### config.mk
export PLATFORM = sky130hd
export DESIGN_NAME = pc_fetch_ctrl
export DESIGN_NICKNAME = d
export VERILOG_FILES = /design/src/rtl/pc_fetch_ctrl.sv
export SDC_FILE = /design/constraint.sdc
export NUM_CORES = 1
export LEC_CHECK = 0
export ABC_AREA = 1
export BUFFER_PORTS_ARGS = -buffer_cell sky130_fd_sc_hd__buf_2
export CAP_MARGIN = 20
export CORE_UTILIZATION = 56
export CTS_CLUSTER_SIZE = 10
export DETAILED_ROUTE_END_ITERATION = 7
export PLACE_DENSITY_LB_ADDON = 0.08
export SLEW_MARGIN = 10
export SYNTH_ARGS = -nofsm -noshare
export SYNTH_HDL_FRONTEND = slang
export SYNTH_SLANG_ARGS = --single-unit
### constraint.sdc
create_clock -name clk -period 3.4 [get_ports clk]
set_input_delay 1.02 -clock clk [delete_from_list [all_inputs] [get_ports clk]]
set_output_delay 1.02 -clock clk [all_outputs]
set_load 0.01 [all_outputs]
### src/rtl/pc_fetch_ctrl.sv
`default_nettype none
// ============================================================================
//  Module      : pc_fetch_ctrl
//  Description : Program counter and instruction-fetch controller for the
//                5-stage RV32I core. Owns the PC, drives the instruction
//                memory request, sequences IF/ID writes and flushes under
//                memory stalls, load-use hazards and EX-stage redirects, and
//                keeps one fetched word in a skid buffer across freezes.
//  Ports       : clk, rst            - clock, synchronous active-high reset
//                im_req/im_addr      - fetch request / address (to I-mem)
//                im_ready/im_rdata   - fetch completion / instruction word
//                dm_stall            - MEM stage busy, whole pipe frozen
//                lu_hazard           - load-use hazard in ID
//                redirect/redirect_pc- EX control transfer and its target
//                pc, pc_add4         - current fetch PC and PC+4
//                if_inst/if_pc       - word and address for IF/ID
//                if_id_we            - IF/ID write enable
//                if_id_flush         - IF/ID loads a NOP
//                id_ex_flush         - ID/EX loads a bubble
//  Option      : PC_FETCH_CTRL_PERF_EN adds perf_stall_cnt and
//                perf_redirect_cnt saturating counters.
//  Revision    : 1.0 - initial release
// ============================================================================
module pc_fetch_ctrl #(
    parameter logic [31:0] RESET_PC = 32'h0000_0000
) (
    input  logic        clk,
    input  logic        rst,
    output logic        im_req,
    output logic [31:0] im_addr,
    input  logic        im_ready,
    input  logic [31:0] im_rdata,
    input  logic        dm_stall,
    input  logic        lu_hazard,
    input  logic        redirect,
    input  logic [31:0] redirect_pc,
    output logic [31:0] pc,
    output logic [31:0] pc_add4,
    output logic [31:0] if_inst,
    output logic [31:0] if_pc,
    output logic        if_id_we,
    output logic        if_id_flush,
    output logic        id_ex_flush
`ifdef PC_FETCH_CTRL_PERF_EN
    ,
    output logic [31:0] perf_stall_cnt,
    output logic [31:0] perf_redirect_cnt
`endif
);

    localparam logic [31:0] C_NOP = 32'h0000_0013;

    typedef enum logic [1:0] {
        ST_FETCH = 2'd0,   // request outstanding at pc
        ST_HOLD  = 2'd1,   // fetched word parked in the skid buffer
        ST_DRAIN = 2'd2    // stale fetch still pending, target parked in tgt
    } state_t;

    state_t      state_q, state_d;
    logic [31:0] pc_q, pc_d;
    logic [31:0] buf_q, buf_d;
    logic [31:0] buf_pc_q, buf_pc_d;
    logic [31:0] tgt_q, tgt_d;

    logic        freeze;
    logic        take;
    logic [31:0] target;
    logic        w_unused_bits;

    assign freeze  = dm_stall | lu_hazard;
    // A redirect seen during a memory stall is simply held off until the
    // stall clears; EX keeps presenting it.
    assign take    = redirect & ~dm_stall;
    assign target  = {redirect_pc[31:2], 2'b00};
    assign w_unused_bits = ^redirect_pc[1:0];

    assign pc      = pc_q;
    assign im_addr = pc_q;
    assign pc_add4 = pc_q + 32'd4;

    always_comb begin
        state_d     = state_q;
        pc_d        = pc_q;
        buf_d       = buf_q;
        buf_pc_d    = buf_pc_q;
        tgt_d       = tgt_q;
        im_req      = 1'b0;
        if_inst     = C_NOP;
        if_pc       = pc_q;
        if_id_we    = 1'b0;
        if_id_flush = 1'b0;
        id_ex_flush = 1'b0;

        if (rst) begin
            if_pc = RESET_PC;
        end else begin
            if (take) begin
                if_id_flush = 1'b1;
                id_ex_flush = 1'b1;
            end else if (lu_hazard && !dm_stall) begin
                id_ex_flush = 1'b1;
            end

            case (state_q)
                ST_FETCH: begin
                    im_req = 1'b1;
                    if (take) begin
                        if (im_ready) begin
                            pc_d = target;          // wrong-path word dropped
                        end else begin
                            tgt_d   = target;       // address must stay put
                            state_d = ST_DRAIN;
                        end
                    end else if (im_ready && !freeze) begin
                        if_inst  = im_rdata;
                        if_pc    = pc_q;
                        if_id_we = 1'b1;
                        pc_d     = pc_add4;
                    end else if (im_ready) begin
                        buf_d    = im_rdata;
                        buf_pc_d = pc_q;
                        state_d  = ST_HOLD;
                    end
                end
                ST_HOLD: begin
                    if (take) begin
                        pc_d    = target;
                        state_d = ST_FETCH;
                    end else if (!freeze) begin
                        if_inst  = buf_q;
                        if_pc    = buf_pc_q;
                        if_id_we = 1'b1;
                        pc_d     = pc_add4;
                        state_d  = ST_FETCH;
                    end
                end
                ST_DRAIN: begin
                    im_req = 1'b1;
                    if (take) begin
                        tgt_d = target;             // youngest redirect wins
                    end
                    if (im_ready) begin
                        pc_d    = take ? target : tgt_q;
                        state_d = ST_FETCH;
                    end
                end
                default: begin
                    state_d = ST_FETCH;
                end
            endcase
        end
    end

    always_ff @(posedge clk) begin
        if (rst) begin
            state_q  <= ST_FETCH;
            pc_q     <= RESET_PC;
            buf_q    <= 32'd0;
            buf_pc_q <= 32'd0;
            tgt_q    <= 32'd0;
        end else begin
            state_q  <= state_d;
            pc_q     <= pc_d;
            buf_q    <= buf_d;
            buf_pc_q <= buf_pc_d;
            tgt_q    <= tgt_d;
        end
    end

`ifdef PC_FETCH_CTRL_PERF_EN
    logic [31:0] stall_cnt_q;
    logic [31:0] redirect_cnt_q;

    always_ff @(posedge clk) begin
        if (rst) begin
            stall_cnt_q    <= 32'd0;
            redirect_cnt_q <= 32'd0;
        end else begin
            if (!if_id_we && stall_cnt_q != 32'hFFFF_FFFF) begin
                stall_cnt_q <= stall_cnt_q + 32'd1;
            end
            if (take && redirect_cnt_q != 32'hFFFF_FFFF) begin
                redirect_cnt_q <= redirect_cnt_q + 32'd1;
            end
        end
    end

    assign perf_stall_cnt    = stall_cnt_q;
    assign perf_redirect_cnt = redirect_cnt_q;
`endif

endmodule
`default_nettype wire

==> metrics.txt, run 1 <==
Vias/cell=5.50; fin crit share=a little over nine tenths; Die H=~120 um; Post-Route WL=approximately 23000 um; fmax=between 300 and 400 MHz; clock sinks=130; CTS Hold Buffers Added=0; Final Util=a little over two thirds; Critical path origin=dm_stall; Slew HR=a little under three fifths; Mapped Nets=1247; first-pass GRT wire length=~36000 um; status=completed; Num CTS Buffers=17; R2R depth=11; crit-path cells=buf_2 > inv_2 > nand2_1 > nor2_1 > nand2_1 > inv_2 > buf_12 > a22oi_1 > nor2_1 > buf_2; Setup Skew=0.00765 ns; CTS tree=yes; Remaining DRCs=0; detail-routed net length per standard cell=roughly 15 um; Crit Reg-Reg Endpoint=im_addr[19]; Area Growth Syn to Fin=21.3%; CP max stage delay=roughly 0.19 ns; CP Max Fanout=38; # diodes=0; Mean Syn Cell Area=~6.5 um2; Slew @ Worst Pin=0.643 ns; num rows=42; post-synthesis cell count=roughly 1200; max-slew violations=0; vias in the first global route=about 7200; Die ar.=0.0142 mm2; R2R Setup Slk=about 1.0 ns; Tot GR Track Use=between 30 and 40%; Ports=234; hpwl dp=between 15000 and 20000 um; initial antenna violation count=0; core area=0.0133 mm2; Tmin final=between 3 and 4 ns; Leak=about 4.3 nW; Max-Cap Viols=0; FF+latch area=0.00260 mm2; Reg-to-Reg Start=state_q[0]; CTS max path bufs=2; Yosys cell types=31; YS warnings=0; die width=119 um; area of the multi-input gates=0.00404 mm2; grt ovf=0; Initial Util=about 58%; H-tree levels=4; CTS root buf=clkbuf_16; layout cells sized above 1=between 20% and 30%; Hold Path Class=register to register; Crit Path Class=input pin to output port; Fin. Hold Viols=0; crit path to=if_inst[18]; Initial DRC Count=764; largest net degree at the start of global routing=just over 60; Nets=roughly 1400; Max VDD drop=approximately 360 uV; startpoint types=input pin; post-synth design cell area=between 0.007 and 0.008 mm2; Worst Path Arrival=2.24 ns; setup TNS=0 ns; Vias=around 8400; CP max stage cell=buf_12; worst skew pair latency=around 0.42 ns; GPL Wtd Cong=about 0.9; post_cts resized=0; TritonRoute pass-1 iters=5; RSZ-0062 raised after global routing=false; pwr dens=about 580 mW/mm2; crit path capture type=output port; Post-CTS Setup Bufs=0; fillcell total=approximately 1200; Req. time, crit path=2.38 ns; Seq/Total Area, Yosys=roughly a third; final setup vio count=0; Clock transition at path regs=0.05 ns; hold_sp=buf_pc_q[10]; ANT nets after route=0; Port Buf Inserts=roughly 230; #FFs+latches synth=130
==> power breakdown <==
group / internal [mW] / switching, mW
Combinational: 0.586 / 0.985
Clock: 1.18 / 0.642
Sequential: 1.74 / 0.267
Total: 3.50 / 1.89
==> final cells by class <==
cell class | count | area share [%]
inverter | 110 | 4.48
sequential | 130 | 28.0
clock inverter | 4 | 0.754
timing repair buffer | 258 | 15.4
multi-input combinational | 820 | 43.4
clock buffer | 28 | 5.56
tap | 176 | 2.37
==> cell usage in the layout (no fill, tap or decap), types with 2 or more instances in the layout <==
cell type,Yosys,final
ha_1,4,4
nor3_1,5,5
o21ai_0,159,159
clkbuf_8,0,5
clkinv_2,0,3
inv_2,6,7
nor2_4,9,9
bufinv_16,0,2
xor2_1,8,8
clkbuf_1,49,6
a21oi_1,219,219
a22oi_1,29,29
nor2_2,5,5
dfxtp_1,130,130
nand2_1,230,230
nand2_4,2,2
and2_1,9,9
nand3_1,28,27
xor2_2,6,6
nand2_2,3,3
buf_12,0,6
o21ai_1,7,7
buf_2,21,231
buf_4,37,21
clkbuf_16,0,17
nor2_1,91,91
inv_1,103,101
==> worst max-delay path: cells and delay by family <==
kind            cells  cell delay [ns]
buf+inv             5             0.62
simple gates        4             0.48
compound gates      1             0.11
==> cells in the mapped netlist <==
cell | count | area (um2)
nand3_1 | 28 | 140
or2_2 | 1 | 6.26
a21oi_4 | 1 | 16.3
nor2_2 | 5 | 31.3
nor3_1 | 5 | 25.0
a211oi_1 | 1 | 7.51
and2_1 | 9 | 56.3
nor2_4 | 9 | 101
nor2_1 | 91 | 342
nand2_1 | 230 | 863
a21oi_1 | 219 | 1100
inv_4 | 1 | 6.26
buf_1 | 2 | 7.51
nand4_1 | 1 | 6.26
buf_2 | 21 | 105
inv_1 | 103 | 387
o21ai_4 | 1 | 16.3
ha_1 | 4 | 50.1
a22oi_1 | 29 | 218
xor2_2 | 6 | 97.6
dfxtp_1 | 130 | 2600
nand3_2 | 1 | 10.0
o21ai_0 | 159 | 796
nand2_4 | 2 | 22.5
o21ai_1 | 7 | 35.0
buf_4 | 37 | 278
nand2_2 | 3 | 18.8
buf_6 | 4 | 45.0
xor2_1 | 8 | 70.1
inv_2 | 6 | 22.5
clkbuf_1 | 49 | 184
==> flip-flops by register name (all words and copies together) (netlist names) <==
signal	cells
buf_pc_q	32
buf_q	32
im_addr	32
state_q	2
tgt_q	32
==> routing by layer <==
| metal | vias up | track usage [%] | share of wire (%) |
|---|---|---|---|
| met5 | - | 0 | 0 |
| met2 | 385 | 52.2 | 47 |
| met1 | 3796 | 40.7 | 42 |
| met3 | 46 | 5.80 | 7.6 |
| li1 | 4161 | - | - |
| met4 | 0 | 15.5 | 3.1 |
==> worst min-delay path by stage <==
stage	to	slack, ns	depth (start not counted)
global placement	buf_pc_q[7]	0.43	2
CTS	buf_pc_q[9]	0.44	2
finish	buf_pc_q[10]	0.44	2
detailed placement	buf_pc_q[9]	0.43	2
global route	buf_pc_q[19]	0.46	2
floorplan	buf_pc_q[27]	0.42	2
==> through the flow <==
step | total power [mW] | area [um2] | hold WS [ns] | setup slack (ns) | cells
after floorplan | 3.03 | 7660 | 0.420 | 0.292 | 1173
after global placement | 3.57 | 8710 | 0.427 | 0.168 | 1494
after detailed placement | 3.58 | 8710 | 0.431 | 0.154 | 1494
after CTS | 5.39 | 9300 | 0.440 | 0.154 | 1526
after global routing | 5.67 | 9300 | 0.456 | 0.0145 | 1526
final | 5.39 | 9300 | 0.437 | 0.136 | 1526
==> cells by family after synthesis <==
logic type / synth area share [%]
XOR/XNOR: 2.19
AND/OR/NAND/NOR: 21.2
flip-flops: 34.0
adder cells (fa/ha/maj): 0.653
buffers and inverters: 13.5
AO/OA/AOI/OAI: 28.5
No activity file was read; power rests on OpenSTA's default activity.
==> inputs of run 2 (changes only) <==
==> constraint.sdc (replaced) <==
create_clock -name clk -period 3.4 [get_ports clk]
set_input_delay 1.02 -clock clk [delete_from_list [all_inputs] [get_ports clk]]
set_output_delay 1.02 -clock clk [all_outputs]
set_load 0.005 [all_outputs]
==> run 2 against run 1 <==
Wire length is 0.30% higher; utilization is 0.26 points higher; cell count stayed put; cell area is 0.38% higher; critical path depth stayed put; sequential power hardly changed; global-route usage is 0.47 points higher; non-clock buffer count is 2 higher; sequential share of layout area is 0.11 points lower; clock skew hardly changed.
==> metrics.txt, run 2 (synthesized netlist as in run 1, its figures left out) <==
status=completed; grt ovf=0; fillcell total=1237; Ports=234; Final Util=70.2%; Slew @ Worst Pin=approximately 0.66 ns; Num CTS Buffers=17; Fin. Hold Viols=0; core area=0.0133 mm2; num rows=42; NetSw=1.77 mW; final setup vio count=0; largest net degree at the start of global routing=60; Req. time, crit path=approximately 2.4 ns; CTS root buf=clkbuf_16; Max-Cap Viols=0; Cell Int Power=approximately 3.5 mW; Post-DP Area=slightly below 0.009 mm2; combinational power share=between 20% and 30%; Max VDD drop=roughly 360 uV; GPL Wtd Cong=0.885; TritonRoute pass-1 iters=7; initial antenna violation count=0; sw frac=roughly a third; total power draw=between 5 and 6 mW; Leak=4.33 nW; commonest cells after routing, fill and taps aside=buf_2, nand2_1, a21oi_1; CTS tree=yes; Crit Path Class=input pin to output port; Slew HR=56.1%; startpoint types=input pin; R2R depth=11; H-tree levels=4; commonest non-fill, non-tap cell in the layout=buf_2; CP Max Fanout=11; setup TNS=0 ns; fin crit share=roughly 95%; Setup Skew=between 0.007 and 0.008 ns; Tot GR Track Use=between 30% and 40%; die width=approximately 120 um; crit path capture type=output port; clock sinks=130; Area Growth Syn to Fin=21.8%; pwr dens=567 mW/mm2; ANT nets after route=0; Clock transition at path regs=about 0.05 ns; detail-routed net length per standard cell=~15 um; Reg-to-Reg Start=state_q[0]; Worst Path Arrival=roughly 2.2 ns; # diodes=0; fmax=approximately 310 MHz; Vias=8355; Remaining DRCs=0; Die ar.=about 0.014 mm2; CTS max path bufs=2; Initial DRC Count=730; Post-Route WL=22800 um; worst skew pair latency=roughly 0.42 ns; Vias/cell=between 5 and 6; Initial Util=roughly 58%; RSZ-0062 raised after global routing=false; Crit Reg-Reg Endpoint=im_addr[15]; Critical path origin=dm_stall; hpwl dp=~16000 um; area of the multi-input gates=~0.004 mm2; Die H=119 um; Nets=about 1400; crit path to=if_inst[17]; Hold Path Class=register to register; R2R Setup Slk=approximately 1.0 ns; max-slew violations=0; layout cells sized above 1=around a quarter; vias in the first global route=between 7000 and 8000; post-route cell area=0.00933 mm2; Port Buf Inserts=roughly 230; FF+latch area=between 0.002 and 0.003 mm2; Seq pwr share=a little under two fifths; first-pass GRT wire length=between 30000 and 40000 um; CTS Hold Buffers Added=0; Tmin final=3.23 ns; clock share of power=between 30% and 40%
==> run 2: cell count changes in the layout (fill, tap and decap cells not counted) <==
cell	before	now
buf_4	21	23
clkbuf_8	5	7
clkbuf_1	6	2
nand2_2	3	4
nand2_1	230	229
clkinv_4	0	1
inv_2	7	6
==> run 2: worst min path at each step <==
stage	startpoint	endpoint	slack, ns	cells past startpoint
6_report	buf_pc_q[31]	buf_pc_q[31]	0.44	2
2_1_floorplan	buf_pc_q[27]	buf_pc_q[27]	0.42	2
3_3_place_gp	buf_pc_q[8]	buf_pc_q[8]	0.43	2
3_5_place_dp	buf_pc_q[8]	buf_pc_q[8]	0.43	2
5_1_grt	buf_pc_q[19]	buf_pc_q[19]	0.45	2
4_1_cts	buf_pc_q[28]	buf_pc_q[28]	0.44	2
==> run 2: through the flow <==
step | setup slack (ns) | hold WS (ns) | cells
3_3_place_gp | 0.0792 | 0.426 | 1496
5_1_grt | 0.0268 | 0.454 | 1526
4_1_cts | 0.0713 | 0.439 | 1526
6_report | 0.173 | 0.437 | 1526
3_5_place_dp | 0.0705 | 0.431 | 1496
2_1_floorplan | 0.353 | 0.420 | 1173
==> run 2: repair_timing <==
action                     in CTS  in global routing
setup endpoints to repair       0                 24
buffers inserted                0                  0
gates resized for setup         0                  3
==> run 2: routing by layer <==
layer / share of wire, % / track usage, % / wire, um / vias up
met5: 0 / 0 / 0 / -
met4: 3.1 / 13.5 / 705 / 0
met3: 6.9 / 7.14 / 1560 / 50
met2: 47 / 52.2 / 10700 / 314
met1: 43 / 42.0 / 9760 / 3838
li1: - / - / - / 4153
==> run 2: cell type report <==
| cell class | count | share of cell area, % |
|---|---|---|
| multi-input combinational | 820 | 43.3 |
| sequential | 130 | 27.9 |
| timing repair buffer | 260 | 15.5 |
| clock buffer | 26 | 5.67 |
| inverter | 110 | 4.52 |
| tap | 176 | 2.36 |
| clock inverter | 4 | 0.751 |
==> run 2: critical path: stages <==
cell	delay, ns
buf_2	0.11
inv_2	0.06
nand2_1	0.06
nor2_1	0.18
nand2_2	0.13
clkinv_4	0.12
buf_4	0.19
a22oi_1	0.10
nor2_1	0.11
buf_2	0.12
==> run 2: power groups by stage <==
stage | Clock, mW | Sequential [mW] | Combinational [mW]
finish | 1.84 | 2.01 | 1.44
global route | 1.93 | 2.04 | 1.60
CTS | 1.86 | 2.00 | 1.43
detailed placement | 0 | 2.04 | 1.42
global placement | 0 | 2.03 | 1.40
floorplan | 0 | 1.95 | 0.947
